File: config.mk
export PLATFORM = sky130hd
export DESIGN_NAME = minmax_tracker_4_bits_flat
export DESIGN_NICKNAME = d
export VERILOG_FILES = /design/src/rtl/minmax_tracker_4_bits_pkg.sv /design/src/rtl/minmax_tracker_4_bits_if.sv /design/src/rtl/minmax_tracker_4_bits_fsm.sv /design/src/rtl/minmax_tracker_4_bits.sv /design/src/flat_wrapper.sv
export SDC_FILE = /design/constraint.sdc
export NUM_CORES = 1
export LEC_CHECK = 0
export CORE_MARGIN = 2
export CORE_UTILIZATION = 55
export DETAILED_ROUTE_END_ITERATION = 16
export DONT_BUFFER_PORTS = 1
export PLACE_DENSITY = 0.81
export SETUP_SLACK_MARGIN = 0.2
export SLEW_MARGIN = 5
export SYNTH_ARGS = -nofsm -noshare
export SYNTH_HDL_FRONTEND = slang
export SYNTH_SLANG_ARGS = --single-unit
File: constraint.sdc
create_clock -name CLK -period 1.7 [get_ports CLK]
set_clock_uncertainty 0.2 [all_clocks]
set_input_delay 0.255 -clock CLK [delete_from_list [all_inputs] [get_ports CLK]]
set_output_delay 0.255 -clock CLK [all_outputs]
set_load 0.01 [all_outputs]
File: src/rtl/minmax_tracker_4_bits_pkg.sv
// Shared types and constants for the min/max tracker: data width, FSM state
// encoding and the comparator flag decode.
package minmax_tracker_4_bits_pkg;

  localparam int DATA_W = 4;

  typedef enum logic [2:0] {
    S_EMPTY  = 3'd0,
    S_ACCEPT = 3'd1,
    S_CMPMAX = 3'd2,
    S_CMPMIN = 3'd3,
    S_OUT    = 3'd4
  } state_t;

  // EQUAL dominates HIGHER, so an equal pair never reads as greater or less.
  function automatic logic a_gt_b(input logic equal, input logic higher);
    return higher & ~equal;
  endfunction

  function automatic logic a_lt_b(input logic equal, input logic higher);
    return ~higher & ~equal;
  endfunction

endpackage

File: src/rtl/minmax_tracker_4_bits_if.sv
// Bus bundle for minmax_tracker_4_bits: sample input, comparator link and frame
// result. OUT_MAX_IDX exists only when MINMAX_INDEX_EN is defined.
interface minmax_tracker_4_bits_if
  import minmax_tracker_4_bits_pkg::*;
#(
  parameter int CNT_W = 8
);

  // Handshakes: a transfer happens on a rising edge where VALID and READY are
  // both high; VALID and its payload stay stable until that edge, READY may
  // change freely and never depends on VALID.
  logic              IN_VALID;
  logic              IN_READY;
  logic [DATA_W-1:0] IN_DATA;
  logic              IN_LAST;
  logic [DATA_W-1:0] CMP_A;
  logic [DATA_W-1:0] CMP_B;
  logic              CMP_EQUAL;
  logic              CMP_HIGHER;
  logic              OUT_VALID;
  logic              OUT_READY;
  logic [DATA_W-1:0] OUT_MAX;
  logic [DATA_W-1:0] OUT_MIN;
  logic [CNT_W-1:0]  OUT_COUNT;
`ifdef MINMAX_INDEX_EN
  logic [CNT_W-1:0]  OUT_MAX_IDX;
`endif

  modport master (
    output IN_VALID, IN_DATA, IN_LAST, CMP_EQUAL, CMP_HIGHER, OUT_READY,
`ifdef MINMAX_INDEX_EN
    input  OUT_MAX_IDX,
`endif
    input  IN_READY, CMP_A, CMP_B, OUT_VALID, OUT_MAX, OUT_MIN, OUT_COUNT
  );

  modport slave (
    input  IN_VALID, IN_DATA, IN_LAST, CMP_EQUAL, CMP_HIGHER, OUT_READY,
`ifdef MINMAX_INDEX_EN
    output OUT_MAX_IDX,
`endif
    output IN_READY, CMP_A, CMP_B, OUT_VALID, OUT_MAX, OUT_MIN, OUT_COUNT
  );

endinterface

File: src/rtl/minmax_tracker_4_bits_fsm.sv
// Control FSM of the min/max tracker: state register plus next-state,
// IN_READY and OUT_VALID decode.
module minmax_tracker_4_bits_fsm
  import minmax_tracker_4_bits_pkg::*;
(
  input  logic   clk,
  input  logic   rst,
  input  logic   in_valid,
  input  logic   in_last,
  input  logic   last_q,
  input  logic   out_ready,
  output logic   in_ready,
  output logic   out_valid,
  output state_t state
);

  state_t state_q, state_d;

  always_ff @(posedge clk) begin
    if (rst) state_q <= S_EMPTY;
    else     state_q <= state_d;
  end

  always_comb begin
    state_d   = state_q;
    in_ready  = 1'b0;
    out_valid = 1'b0;
    case (state_q)
      S_EMPTY: begin
        in_ready = 1'b1;
        if (in_valid) state_d = in_last ? S_OUT : S_ACCEPT;
      end
      S_ACCEPT: begin
        in_ready = 1'b1;
        if (in_valid) state_d = S_CMPMAX;
      end
      S_CMPMAX: state_d = S_CMPMIN;
      S_CMPMIN: state_d = last_q ? S_OUT : S_ACCEPT;
      S_OUT: begin
        out_valid = 1'b1;
        if (out_ready) state_d = S_EMPTY;
      end
      default: state_d = S_EMPTY;
    endcase
  end

  assign state = state_q;

endmodule

File: src/rtl/minmax_tracker_4_bits.sv
// Frame min/max tracker driven by an external 4-bit comparator's EQUAL/HIGHER
// flags. Optional MINMAX_INDEX_EN adds OUT_MAX_IDX (index of first maximum).
module minmax_tracker_4_bits
  import minmax_tracker_4_bits_pkg::*;
#(
  parameter int CNT_W = 8
)(
  input  logic                   CLK,
  input  logic                   RST,
  minmax_tracker_4_bits_if.slave bus,
  output state_t                 dbg_state
);

  localparam logic [CNT_W-1:0] CNT_ONE = {{(CNT_W-1){1'b0}}, 1'b1};
  localparam logic [CNT_W-1:0] CNT_MAX = '1;

  state_t            state;
  logic              accept;
  logic [DATA_W-1:0] sample_q, sample_d;
  logic              last_q,   last_d;
  logic [DATA_W-1:0] max_q,    max_d;
  logic [DATA_W-1:0] min_q,    min_d;
  logic [CNT_W-1:0]  count_q,  count_d;
  logic [DATA_W-1:0] cmp_a_q,  cmp_a_d;
  logic [DATA_W-1:0] cmp_b_q,  cmp_b_d;
`ifdef MINMAX_INDEX_EN
  logic [CNT_W-1:0]  idx_q,    idx_d;
`endif

  minmax_tracker_4_bits_fsm u_fsm (
    .clk       (CLK),
    .rst       (RST),
    .in_valid  (bus.IN_VALID),
    .in_last   (bus.IN_LAST),
    .last_q    (last_q),
    .out_ready (bus.OUT_READY),
    .in_ready  (bus.IN_READY),
    .out_valid (bus.OUT_VALID),
    .state     (state)
  );

  assign accept = bus.IN_VALID & bus.IN_READY;

  // Comparator operands are loaded one state early so the flags seen in
  // S_CMPMAX/S_CMPMIN already reflect the registered operands.
  always_comb begin
    sample_d = sample_q;
    last_d   = last_q;
    max_d    = max_q;
    min_d    = min_q;
    count_d  = count_q;
    cmp_a_d  = cmp_a_q;
    cmp_b_d  = cmp_b_q;
`ifdef MINMAX_INDEX_EN
    idx_d    = idx_q;
`endif
    case (state)
      S_EMPTY: if (accept) begin
        max_d   = bus.IN_DATA;
        min_d   = bus.IN_DATA;
        count_d = CNT_ONE;
`ifdef MINMAX_INDEX_EN
        idx_d   = '0;
`endif
      end
      S_ACCEPT: if (accept) begin
        sample_d = bus.IN_DATA;
        last_d   = bus.IN_LAST;
        count_d  = (count_q == CNT_MAX) ? count_q : count_q + CNT_ONE;
        cmp_a_d  = bus.IN_DATA;
        cmp_b_d  = max_q;
      end
      S_CMPMAX: begin
        cmp_b_d = min_q;
        if (a_gt_b(bus.CMP_EQUAL, bus.CMP_HIGHER)) begin
          max_d = sample_q;
`ifdef MINMAX_INDEX_EN
          idx_d = count_q - CNT_ONE;
`endif
        end
      end
      S_CMPMIN: if (a_lt_b(bus.CMP_EQUAL, bus.CMP_HIGHER)) min_d = sample_q;
      default: ;
    endcase
  end

  always_ff @(posedge CLK) begin
    if (RST) begin
      sample_q <= '0;
      last_q   <= 1'b0;
      max_q    <= '0;
      min_q    <= '0;
      count_q  <= '0;
      cmp_a_q  <= '0;
      cmp_b_q  <= '0;
    end else begin
      sample_q <= sample_d;
      last_q   <= last_d;
      max_q    <= max_d;
      min_q    <= min_d;
      count_q  <= count_d;
      cmp_a_q  <= cmp_a_d;
      cmp_b_q  <= cmp_b_d;
    end
  end

`ifdef MINMAX_INDEX_EN
  always_ff @(posedge CLK) begin
    if (RST) idx_q <= '0;
    else     idx_q <= idx_d;
  end
  assign bus.OUT_MAX_IDX = idx_q;
`endif

  assign bus.CMP_A     = cmp_a_q;
  assign bus.CMP_B     = cmp_b_q;
  assign bus.OUT_MAX   = max_q;
  assign bus.OUT_MIN   = min_q;
  assign bus.OUT_COUNT = count_q;
  assign dbg_state     = state;

endmodule

File: src/flat_wrapper.sv
// flat-port wrapper written by rule: the top's interface ports become plain ports
module minmax_tracker_4_bits_flat import minmax_tracker_4_bits_pkg::*;
#(
  parameter int CNT_W = 8
)
  (CLK, RST, dbg_state, bus_IN_VALID, bus_IN_DATA, bus_IN_LAST, bus_CMP_EQUAL, bus_CMP_HIGHER, bus_OUT_READY, bus_IN_READY, bus_CMP_A, bus_CMP_B, bus_OUT_VALID, bus_OUT_MAX, bus_OUT_MIN, bus_OUT_COUNT);
  minmax_tracker_4_bits_if #(.CNT_W(CNT_W)) bus_i ();
  input  logic CLK;
  input  logic RST;
  output state_t dbg_state;
  input wire logic [$bits(bus_i.IN_VALID)-1:0] bus_IN_VALID;
  input wire logic [$bits(bus_i.IN_DATA)-1:0] bus_IN_DATA;
  input wire logic [$bits(bus_i.IN_LAST)-1:0] bus_IN_LAST;
  input wire logic [$bits(bus_i.CMP_EQUAL)-1:0] bus_CMP_EQUAL;
  input wire logic [$bits(bus_i.CMP_HIGHER)-1:0] bus_CMP_HIGHER;
  input wire logic [$bits(bus_i.OUT_READY)-1:0] bus_OUT_READY;
  output wire logic [$bits(bus_i.IN_READY)-1:0] bus_IN_READY;
  output wire logic [$bits(bus_i.CMP_A)-1:0] bus_CMP_A;
  output wire logic [$bits(bus_i.CMP_B)-1:0] bus_CMP_B;
  output wire logic [$bits(bus_i.OUT_VALID)-1:0] bus_OUT_VALID;
  output wire logic [$bits(bus_i.OUT_MAX)-1:0] bus_OUT_MAX;
  output wire logic [$bits(bus_i.OUT_MIN)-1:0] bus_OUT_MIN;
  output wire logic [$bits(bus_i.OUT_COUNT)-1:0] bus_OUT_COUNT;
  assign bus_i.IN_VALID = bus_IN_VALID;
  assign bus_i.IN_DATA = bus_IN_DATA;
  assign bus_i.IN_LAST = bus_IN_LAST;
  assign bus_i.CMP_EQUAL = bus_CMP_EQUAL;
  assign bus_i.CMP_HIGHER = bus_CMP_HIGHER;
  assign bus_i.OUT_READY = bus_OUT_READY;
  assign bus_IN_READY = bus_i.IN_READY;
  assign bus_CMP_A = bus_i.CMP_A;
  assign bus_CMP_B = bus_i.CMP_B;
  assign bus_OUT_VALID = bus_i.OUT_VALID;
  assign bus_OUT_MAX = bus_i.OUT_MAX;
  assign bus_OUT_MIN = bus_i.OUT_MIN;
  assign bus_OUT_COUNT = bus_i.OUT_COUNT;
  minmax_tracker_4_bits #(.CNT_W(CNT_W)) u_core (.CLK(CLK), .RST(RST), .bus(bus_i), .dbg_state(dbg_state));
endmodule
==> out/metrics.yaml <==
outcome:
  outcome: "finished with violations"
  violations: "hold timing, setup timing"
layout:
  drive_gt1_frac: 0.509
  multi_input_area_um2: 985
  regArea_um2: 579
  layout.nets: 229
  layout_common_cells: "29 x buf_4, 24 x buf_6, 23 x dfxtp_1"
  num-fill-cells: 77
  num_antenna_cells: 0
  final_area_um2: 2240
  stdcell_count: 246
  final_util: 0.931
  syn2layout_area_growth_pct: 63.4
  layout_commonest_cell: "buf_4"
global_routing:
  grt_pass1_wl_um: 6850
  overflow: 0
  antenna_found_initial: 0
  grt_start_max_net_pins: 31
  track_usage: 0.328
  grt_pass1_vias: 1453
synthesis:
  synth_area_per_cell_um2: 8.58
  yosys-top-cells-area: "dfxtp_1 41%, a211oi_1 6.0%, a21oi_1 5.8%, mux2i_1 5.8%, nand2_1 5.5%"
  syn_nets: 172
  synth-edff-count: 0
  ys_seq_area_frac: 0.408
  yosysWarningCount: 0
  syn-cell-area_um2: 1370
  async_reset_ff_frac: 0
  ys_types: 40
  yosysTopAreaCellShare: 0.408
  synth_cells: 160
  synth_ff_type: "dfxtp_1"
  synth_top_cell_by_area: "dfxtp_1"
  ys_seq_elements: 28
route:
  avgViaCountPerCell: 6.92
  ant_nets: 0
  drc: 0
  drt-wirelength-per-cell_um: 26.4
  detail_route.iter0.violations: 94
  dr.pass1.iters: 5
  num_vias: 1703
  finalWirelength_um: 6490
die:
  dieWidth_um: 54.0
  core_region_area_um2: 2410
  num_rows: 18
  initial_core_util: 0.570
  die_area_um2: 2910
  die_h_um: 54.0
  io_pins: 40
min_path:
  hold_class: "input pin to flop"
clock_tree:
  clk_pin_slew_ns: 0.18
  htreeDepth: 1
  root_buffer: "clkbuf_4"
  cts_buffer_depth: 2
  clock_sinks: 28
  numCtsBuffers: 3
  clock_latency_ns: 0.34
  cts_tree: "done"
timing:
  fin_setup_tns_ns: -1.44
  slew_violations: 0
  worst_pin_slew_ns: 0.350
  rsz0062_at_grt: "yes"
  setup_slack_ns: -0.132
  finalSetupViolations: 24
  fin_crit_ns: 1.83
  timing.final.crit_share: 1.08
  max_freq_ghz: 0.546
  relSlewSlack: 0.767
  hold_ws_ns: -0.166
  timing_hold_violations_final: 19
pwr:
  p_leak_nw: 0.836
  peakVddDrop_v: 0.000571
  power_density_nw_per_um2: 713
place:
  dp_hpwl_um: 2320
  post-place-cells: 204
  gp_congestion: 0.866
  io_buffers: 0
  placed_area_um2: 1590
worst_setup_path:
  critPathKind: "flop to flop"
  worstSetupEndpointType: "flop"
  required_ns: 1.78
  crit_fanout: 7
  crit_arrival_ns: 1.91
  cp-start-kind: "flop"
flow_run:
  cap_violations: 0
-- cell usage after synthesis (3+ instances only) --
master     n
nand2b_1   3
o21ai_1    3
nand3_1    5
a211oi_1  11
inv_1      3
mux2i_1    8
nand3b_1   3
nand2_1   20
o21a_1     3
a21oi_1   16
nor2_1    12
clkbuf_1   3
or4_1      5
nor3b_1    3
dfxtp_1   28
a22oi_1    4
-- routing by layer --
metal	share of wire	up-vias	GRT usage
met5	0	-	0
met4	0.065	0	0.150
met3	0.11	48	0.0500
met2	0.46	158	0.541
met1	0.36	801	0.419
li1	-	696	-
-- metrics by stage --
step | total power [mW] | setup slack [ns] | hold slack, ns
final | 1.60 | -0.132 | -0.166
after detailed placement | 0.941 | -0.0905 | 0.123
after global routing | 1.63 | -0.147 | -0.154
after floorplan | 0.900 | 0.00239 | 0.191
after global placement | 0.933 | 0.0220 | 0.120
after CTS | 1.42 | -0.00621 | -0.249
-- final cells by class --
| type | count | area share |
|---|---|---|
| clock buffers | 4 | 0.0212 |
| well taps | 30 | 0.0167 |
| flip-flops and latches | 28 | 0.258 |
| repair buffers | 61 | 0.260 |
| inverters | 3 | 0.00502 |
| multi-input cells | 120 | 0.439 |
-- timing repair --
action / 4_1_cts / 5_1_grt
pin swaps: 20 / 17
endpoints found under the setup margin: 21 / 28
endpoints found under the hold margin: 28 / 28
gates resized for setup: 45 / 28
buffers inserted: 19 / 12
-- kinds of logic (layout without fill, tap and decap cells) --
group                      count (synthesis)  after routing  share of synthesized area
and+or+nand+nor                           65             65                      0.263
AOI/OAI and AO/OA                         46             46                      0.218
DFF                                       28             28                      0.408
buffers and inverters                     12             68                     0.0428
muxes                                      8              8                     0.0583
adders and majority gates                  1              1                    0.00911
-- report_power, final --
group	total [mW]	internal, mW	leakage (nW)	switching [mW]
Combinational	0.436	0.225	0.578	0.211
Clock	0.404	0.180	0.0261	0.224
Sequential	0.759	0.689	0.232	0.0702
Total	1.60	1.09	0.836	0.506
-- sequential cells by signal (all words and copies together) (netlist names) --
name and count:
u_core.bus.OUT_COUNT 8, u_core.bus.CMP_B 4, u_core.bus.OUT_MAX 4, u_core.sample_q 4, u_core.last_q 1, u_core.bus.OUT_MIN 4, u_core.u_fsm.state 3
-- critical path: stages, from the launching register on --
cell,delay (ns)
dfxtp_4,0.42
buf_6,0.15
nor3b_4,0.22
nand2_2,0.11
or4_4,0.50
a31oi_1,0.17
-- path summary, 6_finish.rpt --
| kind | from | end | slack (ns) | cells past startpoint |
|---|---|---|---|---|
| worst max-delay path | u_core.u_fsm.state[1] | u_core.bus.OUT_COUNT[7] | -0.13 | 5 |
| worst min-delay path | bus_IN_VALID | u_core.u_fsm.state[0] | -0.17 | 2 |
| worst max register to register | u_core.u_fsm.state[1] | u_core.bus.OUT_COUNT[7] | -0.13 | 5 |
| worst min register to register | u_core.bus.CMP_B[3] | u_core.bus.CMP_B[3] | 0.31 | 2 |
Power figures use the tool's default switching activity.
